$ cat config.mk
export PLATFORM = sky130hd
export DESIGN_NAME = alu_arbiter
export DESIGN_NICKNAME = d
export VERILOG_FILES = /design/src/rtl/alu_arbiter.sv
export SDC_FILE = /design/constraint.sdc
export NUM_CORES = 1
export LEC_CHECK = 0
export CORE_MARGIN = 3
export CORE_UTILIZATION = 42
export DETAILED_ROUTE_END_ITERATION = 10
export PLACE_DENSITY = 0.91
export SETUP_SLACK_MARGIN = 0.2
export SLEW_MARGIN = 10
export SYNTH_ARGS = -nofsm -noshare
export SYNTH_HDL_FRONTEND = slang
export SYNTH_SLANG_ARGS = --single-unit
$ cat constraint.sdc
create_clock -name clk -period 2.69 [get_ports clk]
set_clock_uncertainty 0.05 [all_clocks]
set_input_delay 0.269 -clock clk [delete_from_list [all_inputs] [get_ports clk]]
set_output_delay 0.269 -clock clk [all_outputs]
set_load 0.005 [all_outputs]
$ cat src/rtl/alu_arbiter.sv
// -----------------------------------------------------------------------------
// alu_arbiter
//   Shares one external combinational ALU between two requesters (port 0: core
//   execute path, port 1: debug/DMA side path). One operation is in flight at a
//   time: IDLE accepts a request with round-robin priority, EXEC lets the ALU
//   evaluate the registered operands, RESP presents the captured result to the
//   owning requester until it is consumed.
//
// Ports
//   clk, rst_n                       clock (rising edge), async active-low reset
//   reqN_valid/ready/op/a/b          operation request handshake, N = 0/1
//   rspN_valid/ready/rslt/neg/zero   response handshake with backpressure
//   alu_op/alu_a/alu_b               registered operands to the ALU
//   alu_rslt/alu_neg/alu_zero        ALU result and flags, captured in EXEC
// -----------------------------------------------------------------------------
module alu_arbiter #(
    parameter int DW  = 8,
    parameter int OPW = 4
) (
    input  logic           clk,
    input  logic           rst_n,

    input  logic           req0_valid,
    output logic           req0_ready,
    input  logic [OPW-1:0] req0_op,
    input  logic [DW-1:0]  req0_a,
    input  logic [DW-1:0]  req0_b,
    output logic           rsp0_valid,
    input  logic           rsp0_ready,
    output logic [DW-1:0]  rsp0_rslt,
    output logic           rsp0_neg,
    output logic           rsp0_zero,

    input  logic           req1_valid,
    output logic           req1_ready,
    input  logic [OPW-1:0] req1_op,
    input  logic [DW-1:0]  req1_a,
    input  logic [DW-1:0]  req1_b,
    output logic           rsp1_valid,
    input  logic           rsp1_ready,
    output logic [DW-1:0]  rsp1_rslt,
    output logic           rsp1_neg,
    output logic           rsp1_zero,

    output logic [OPW-1:0] alu_op,
    output logic [DW-1:0]  alu_a,
    output logic [DW-1:0]  alu_b,
    input  logic [DW-1:0]  alu_rslt,
    input  logic           alu_neg,
    input  logic           alu_zero
);

    typedef enum logic [1:0] {
        ST_IDLE = 2'd0,
        ST_EXEC = 2'd1,
        ST_RESP = 2'd2
    } state_t;

    state_t          state_r;
    state_t          state_nxt_s;

    logic [OPW-1:0]  op_r;
    logic [DW-1:0]   a_r;
    logic [DW-1:0]   b_r;
    logic            owner_r;
    logic            last_grant_r;

    logic            rsp0_valid_r;
    logic [DW-1:0]   rsp0_rslt_r;
    logic            rsp0_neg_r;
    logic            rsp0_zero_r;
    logic            rsp1_valid_r;
    logic [DW-1:0]   rsp1_rslt_r;
    logic            rsp1_neg_r;
    logic            rsp1_zero_r;

    logic            any_req_s;
    logic            winner_s;
    logic            accept_s;
    logic            rsp_ack_s;
    logic [OPW-1:0]  sel_op_s;
    logic [DW-1:0]   sel_a_s;
    logic [DW-1:0]   sel_b_s;

    assign any_req_s = req0_valid | req1_valid;

    // Round-robin winner: on a tie the requester that was not granted last wins
    always_comb begin
        winner_s = 1'b0;
        if (req0_valid && req1_valid) begin
            winner_s = ~last_grant_r;
        end else if (req1_valid) begin
            winner_s = 1'b1;
        end else begin
            winner_s = 1'b0;
        end
    end

    // rst_n is folded in so both readies read 0 while reset is held
    assign accept_s   = rst_n & (state_r == ST_IDLE) & any_req_s;
    assign req0_ready = accept_s & ~winner_s;
    assign req1_ready = accept_s & winner_s;

    // Operand select of the winning requester
    always_comb begin
        sel_op_s = req0_op;
        sel_a_s  = req0_a;
        sel_b_s  = req0_b;
        if (winner_s) begin
            sel_op_s = req1_op;
            sel_a_s  = req1_a;
            sel_b_s  = req1_b;
        end else begin
            sel_op_s = req0_op;
            sel_a_s  = req0_a;
            sel_b_s  = req0_b;
        end
    end

    // Consume indication from the requester that owns the pending response
    always_comb begin
        rsp_ack_s = 1'b0;
        if (owner_r) begin
            rsp_ack_s = rsp1_ready;
        end else begin
            rsp_ack_s = rsp0_ready;
        end
    end

    // Next-state logic
    always_comb begin
        state_nxt_s = state_r;
        case (state_r)
            ST_IDLE: begin
                if (any_req_s) begin
                    state_nxt_s = ST_EXEC;
                end else begin
                    state_nxt_s = ST_IDLE;
                end
            end
            ST_EXEC: begin
                state_nxt_s = ST_RESP;
            end
            ST_RESP: begin
                if (rsp_ack_s) begin
                    state_nxt_s = ST_IDLE;
                end else begin
                    state_nxt_s = ST_RESP;
                end
            end
            default: begin
                state_nxt_s = ST_IDLE;
            end
        endcase
    end

    // State register
    always_ff @(posedge clk or negedge rst_n) begin
        if (!rst_n) begin
            state_r <= ST_IDLE;
        end else begin
            state_r <= state_nxt_s;
        end
    end

    // Issue registers and arbitration history, loaded in the accept cycle
    always_ff @(posedge clk or negedge rst_n) begin
        if (!rst_n) begin
            op_r         <= {OPW{1'b0}};
            a_r          <= {DW{1'b0}};
            b_r          <= {DW{1'b0}};
            owner_r      <= 1'b0;
            last_grant_r <= 1'b1;
        end else if (accept_s) begin
            op_r         <= sel_op_s;
            a_r          <= sel_a_s;
            b_r          <= sel_b_s;
            owner_r      <= winner_s;
            last_grant_r <= winner_s;
        end
    end

    // Port 0 response register: capture in EXEC, release on consume in RESP
    always_ff @(posedge clk or negedge rst_n) begin
        if (!rst_n) begin
            rsp0_valid_r <= 1'b0;
            rsp0_rslt_r  <= {DW{1'b0}};
            rsp0_neg_r   <= 1'b0;
            rsp0_zero_r  <= 1'b0;
        end else if ((state_r == ST_EXEC) && (owner_r == 1'b0)) begin
            rsp0_valid_r <= 1'b1;
            rsp0_rslt_r  <= alu_rslt;
            rsp0_neg_r   <= alu_neg;
            rsp0_zero_r  <= alu_zero;
        end else if ((state_r == ST_RESP) && (owner_r == 1'b0) && rsp0_ready) begin
            rsp0_valid_r <= 1'b0;
        end
    end

    // Port 1 response register: capture in EXEC, release on consume in RESP
    always_ff @(posedge clk or negedge rst_n) begin
        if (!rst_n) begin
            rsp1_valid_r <= 1'b0;
            rsp1_rslt_r  <= {DW{1'b0}};
            rsp1_neg_r   <= 1'b0;
            rsp1_zero_r  <= 1'b0;
        end else if ((state_r == ST_EXEC) && (owner_r == 1'b1)) begin
            rsp1_valid_r <= 1'b1;
            rsp1_rslt_r  <= alu_rslt;
            rsp1_neg_r   <= alu_neg;
            rsp1_zero_r  <= alu_zero;
        end else if ((state_r == ST_RESP) && (owner_r == 1'b1) && rsp1_ready) begin
            rsp1_valid_r <= 1'b0;
        end
    end

    assign alu_op     = op_r;
    assign alu_a      = a_r;
    assign alu_b      = b_r;

    assign rsp0_valid = rsp0_valid_r;
    assign rsp0_rslt  = rsp0_rslt_r;
    assign rsp0_neg   = rsp0_neg_r;
    assign rsp0_zero  = rsp0_zero_r;
    assign rsp1_valid = rsp1_valid_r;
    assign rsp1_rslt  = rsp1_rslt_r;
    assign rsp1_neg   = rsp1_neg_r;
    assign rsp1_zero  = rsp1_zero_r;

endmodule

## Word level (Yosys, flattened, before mapping)

Cells that the tools add are included.

- Equality and inequality tests: 2
- Muxes and demuxes: 13
- Reductions and logical operators: 10
- Bitwise operators: 8

Operators by type and width:

| kind | count |
|---|---|
| $mux W8 | 2 |
| $mux W1 | 8 |
| $logic_and A1 B1 Y1 | 7 |
| $pmux W2 S3 | 1 |
| $and A1 B1 Y1 | 4 |
| $mux W4 | 1 |
| $reduce_bool A2 Y1 | 2 |
| $not A1 Y1 | 3 |
| $eq A2 B1 Y1 const B | 1 |
| $eq A2 B2 Y1 const B | 1 |
| $logic_not A2 Y1 | 1 |
| $mux W2 | 1 |
| $or A1 B1 Y1 | 1 |

- Word-level logic and storage cells: 47
- Bits of input ports: 56
- Output and inout port bits: 44
- Register bits after elaboration: 46

## Logic depth before layout (Yosys ltp)

- Depth after elaboration: 5
- Mapped depth: 4
- Gate-level depth less buffers: 3

## Worst setup path before layout

Ideal clock, no wire load.

- Path type: register to output
- Start: register state_r[1]
- End: output req0_ready
- Cell stages (with the launch flop): 4
- Data arrival time: 1.304 ns
- Path buffers: 1
- Data required time: 2.371 ns
- Path slack: 1.067 ns
- Cells stage by stage: dfrtp_1 -> or3b_4 -> a211oi_4 -> buf_6

- Word-level cells in the longest chain between the ends: 4

RTL lines:

| element | line | text |
|---|---|---|
| start: declaration | 59 | `state_t state_r;` |
| start signal: assignment | 162 | `state_r <= state_nxt_s;` |
| $logic_not A2 Y1 | 100 | `assign accept_s = rst_n & (state_r == ST_IDLE) & any_req_s;` |
| $and A1 B1 Y1 (2 in series) | 100 |  |
| $and A1 B1 Y1 | 101 | `assign req0_ready = accept_s & ~winner_s;` |
| end: declaration | 24 | `output logic req0_ready,` |

No other way between the ends.

## Worst setup path after layout

- Start: register state_r[0]
- End: output req0_ready

The elaborated chain is that of the path after synthesis.

==> metrics.txt <==
outcome finished clean; total CTS buffers 5; yosys warns 0; number of I/O port buffers about 100; sequential area share after synthesis roughly three fifths; Slew Limit Fails 0; Setup Viol. Count Final 0; NumNets Final 300; Area growth, synth to finish 59.66%; largest net degree at the start of global routing 47; setup TNS 0 ps; count of unique library cells instantiated by Yosys 22; share of cells above drive strength 1 between 10% and 20%; number of diodes 0; Post-Syn Area ~1900 µm²; FF-to-FF End alu_b[5]; Max-Cap Viols 0; worst-case reg-to-reg path depth 4; Max clock buf depth 2; Syn Inst Count 141; Reg2Reg Setup Slack about 860 ps; gpl congestion 0.7265; root buf cell clkbuf_8; Fmax about 420 MHz; Arrival @ worst endpoint 2050 ps; post-route ant nets 0; final hold violation count 0; CP Data Required Time 2370 ps; Sink Count 46; CP Cell Sequence or3b_4, a211oi_4, clkdlybuf4s50_1; Slew headroom a little over 60%; Post-CTS Hold Buffers 0; DIE AREA 5459 µm²; first-pass GRT wire length 7783 µm; syn_nets 197; CP Capture Point req0_ready; IO Pins 100; GRT overflow 0; number of synthesized register bits 46; hold_ws roughly 64 ps; routed vias/inst 5.404; clock slew at reported path FFs 90 ps; Critical Path Start Type flop; initial antenna violation count 0; start of the worst register-to-register path state_r[0]; Cell Pwr Density approximately 1100 nW/µm²; CP max-delay cell clkdlybuf4s50_1; critical path launch point state_r[0]; syn_area_per_cell 13.73 µm²; die height ~74 µm; GRT Resource Usage Total 18.79%; Final min period 2369 ps; worst slew pin tran 565.8 ps; Max FO, Critical Path 10; max incr delay on CP 540 ps; leakage power total between 0.001 and 0.0015 µW; num rows 24; final WL 5024 µm; post_cts resized 0; 1st-pass router iterations 4; Initial Util between 40% and 50%; vias in the first global route between 1.5k and 2k; final worst-path cycle share 88.06%; drt wl/cell ~17 µm; cell area after layout 3090 µm²; Detailed Route Iter0 Violations 84; dpl hpwl 3652 µm; Die Wd approximately 74 µm; H-tree level count 2; Core Footprint 4414 µm²; Hold WC Path Type in2async; vias post-DR 1605; RSZ-0062 raised after global routing false; Setup crit end kind output pin; CP Class reg2out; maximum vdd ir drop roughly 0.00048 V; CTS tree done; Post-route DRC 0; dpl cell area 2964 µm²; total power 3254 µW; clk_lat worst skew 300 ps
## logic make-up after synthesis
group	Yosys count	share of synthesized area, %
flip-flops	46	59.53
AO/OA/AOI/OAI	50	21.46
buffers and inverters	12	3.296
multiplexers	20	11.64
AND/OR/NAND/NOR	13	4.073
## cells in the mapped netlist, drive strengths merged
cell type | instances | area share [%]
nand2b | 2 | 0.65
or3b | 1 | 0.58
buf | 5 | 1.9
nor3b | 1 | 0.39
o21a | 20 | 7.8
nor3 | 1 | 0.26
or2 | 1 | 0.32
nand4b | 1 | 0.45
dfstp | 1 | 1.4
dfrtp | 45 | 58
a211oi | 1 | 1.0
clkbuf | 4 | 0.78
mux2 | 20 | 12
and3 | 1 | 0.32
a21oi | 6 | 1.6
o21ai | 3 | 0.78
nand2 | 3 | 0.58
inv | 3 | 0.58
nor2 | 2 | 0.52
a221o | 20 | 10
## layout by cell type, fill, tap and decap left out, drive strengths merged, types with 2 or more instances in the layout
cell type / instances
clkdlybuf4s50: 98
clkbuf: 6
buf: 6
or3b: 2
a21oi: 6
nor2: 2
a221o: 20
o21ai: 3
o21a: 20
nand2: 3
dfrtp: 45
nand2b: 2
mux2: 20
inv: 3
## metal layers
layer	global-route usage, %	vias up	wire [µm]	part of all wire [%]
met3	6.156	12	411	8.2
met4	6.640	0	91	1.8
li1	-	749	-	-
met2	32.87	74	2570	51
met5	0	-	0	0
met1	21.28	770	1950	39
## sequential cells by signal, indices dropped and copies added, names as in the netlist
register / cells
alu_a: 8
alu_b: 8
rsp0_rslt: 8
rsp1_rslt: 8
alu_op: 4
state_r: 2
last_grant_r: 1
owner_r: 1
rsp0_neg: 1
rsp0_valid: 1
rsp0_zero: 1
rsp1_neg: 1
rsp1_valid: 1
rsp1_zero: 1
## layout make-up
cell class,instances,area (µm²)
multi-input cells,84,728.2
clock buffers,6,72.57
flip-flops and latches,46,1152
clock inverters,2,37.54
fillers,325,1324
well taps,52,65.06
repair buffers,104,1023
inverters,3,11.26
## power breakdown
group	total [µW]	internal, µW	switching, µW
Combinational	1500	1010	493
Clock	507	277	230
Sequential	1240	1040	206
Total	3250	2320	929
## through the flow
step | std cells | utilization [%] | worst slack [ps]
after floorplan | 141 | - | 1067
after global placement | 287 | 67.15 | 631.9
after detailed placement | 287 | 67.15 | 568.2
after CTS | 295 | 69.64 | 244.4
after global routing | 297 | 70.01 | 233.3
final | 297 | 70.01 | 321.1
## how the worst min path moves through the flow
stage | from | to | cells after the start
3_5_place_dp | rst_n | rsp0_valid | 2
2_1_floorplan | rst_n | alu_a[0] | 0
5_1_grt | rst_n | rsp0_rslt[2] | 2
6_report | rst_n | rsp0_valid | 2
3_3_place_gp | rst_n | rsp1_valid | 2
4_1_cts | rst_n | rsp0_valid | 2
## worst max-delay path, delay by kind of cell (launching register included)
kind | cells | cell delay, ps
compound gates | 1 | 260
simple gates | 1 | 480
buf+inv | 1 | 540
flops | 1 | 480
## repair_timing
action                                  in CTS  in global routing
setup buffers                                0                  1
endpoints found under the setup margin       0                  1
hold endpoints to repair                     0                  0
No activity file was read; power rests on OpenSTA's default activity.
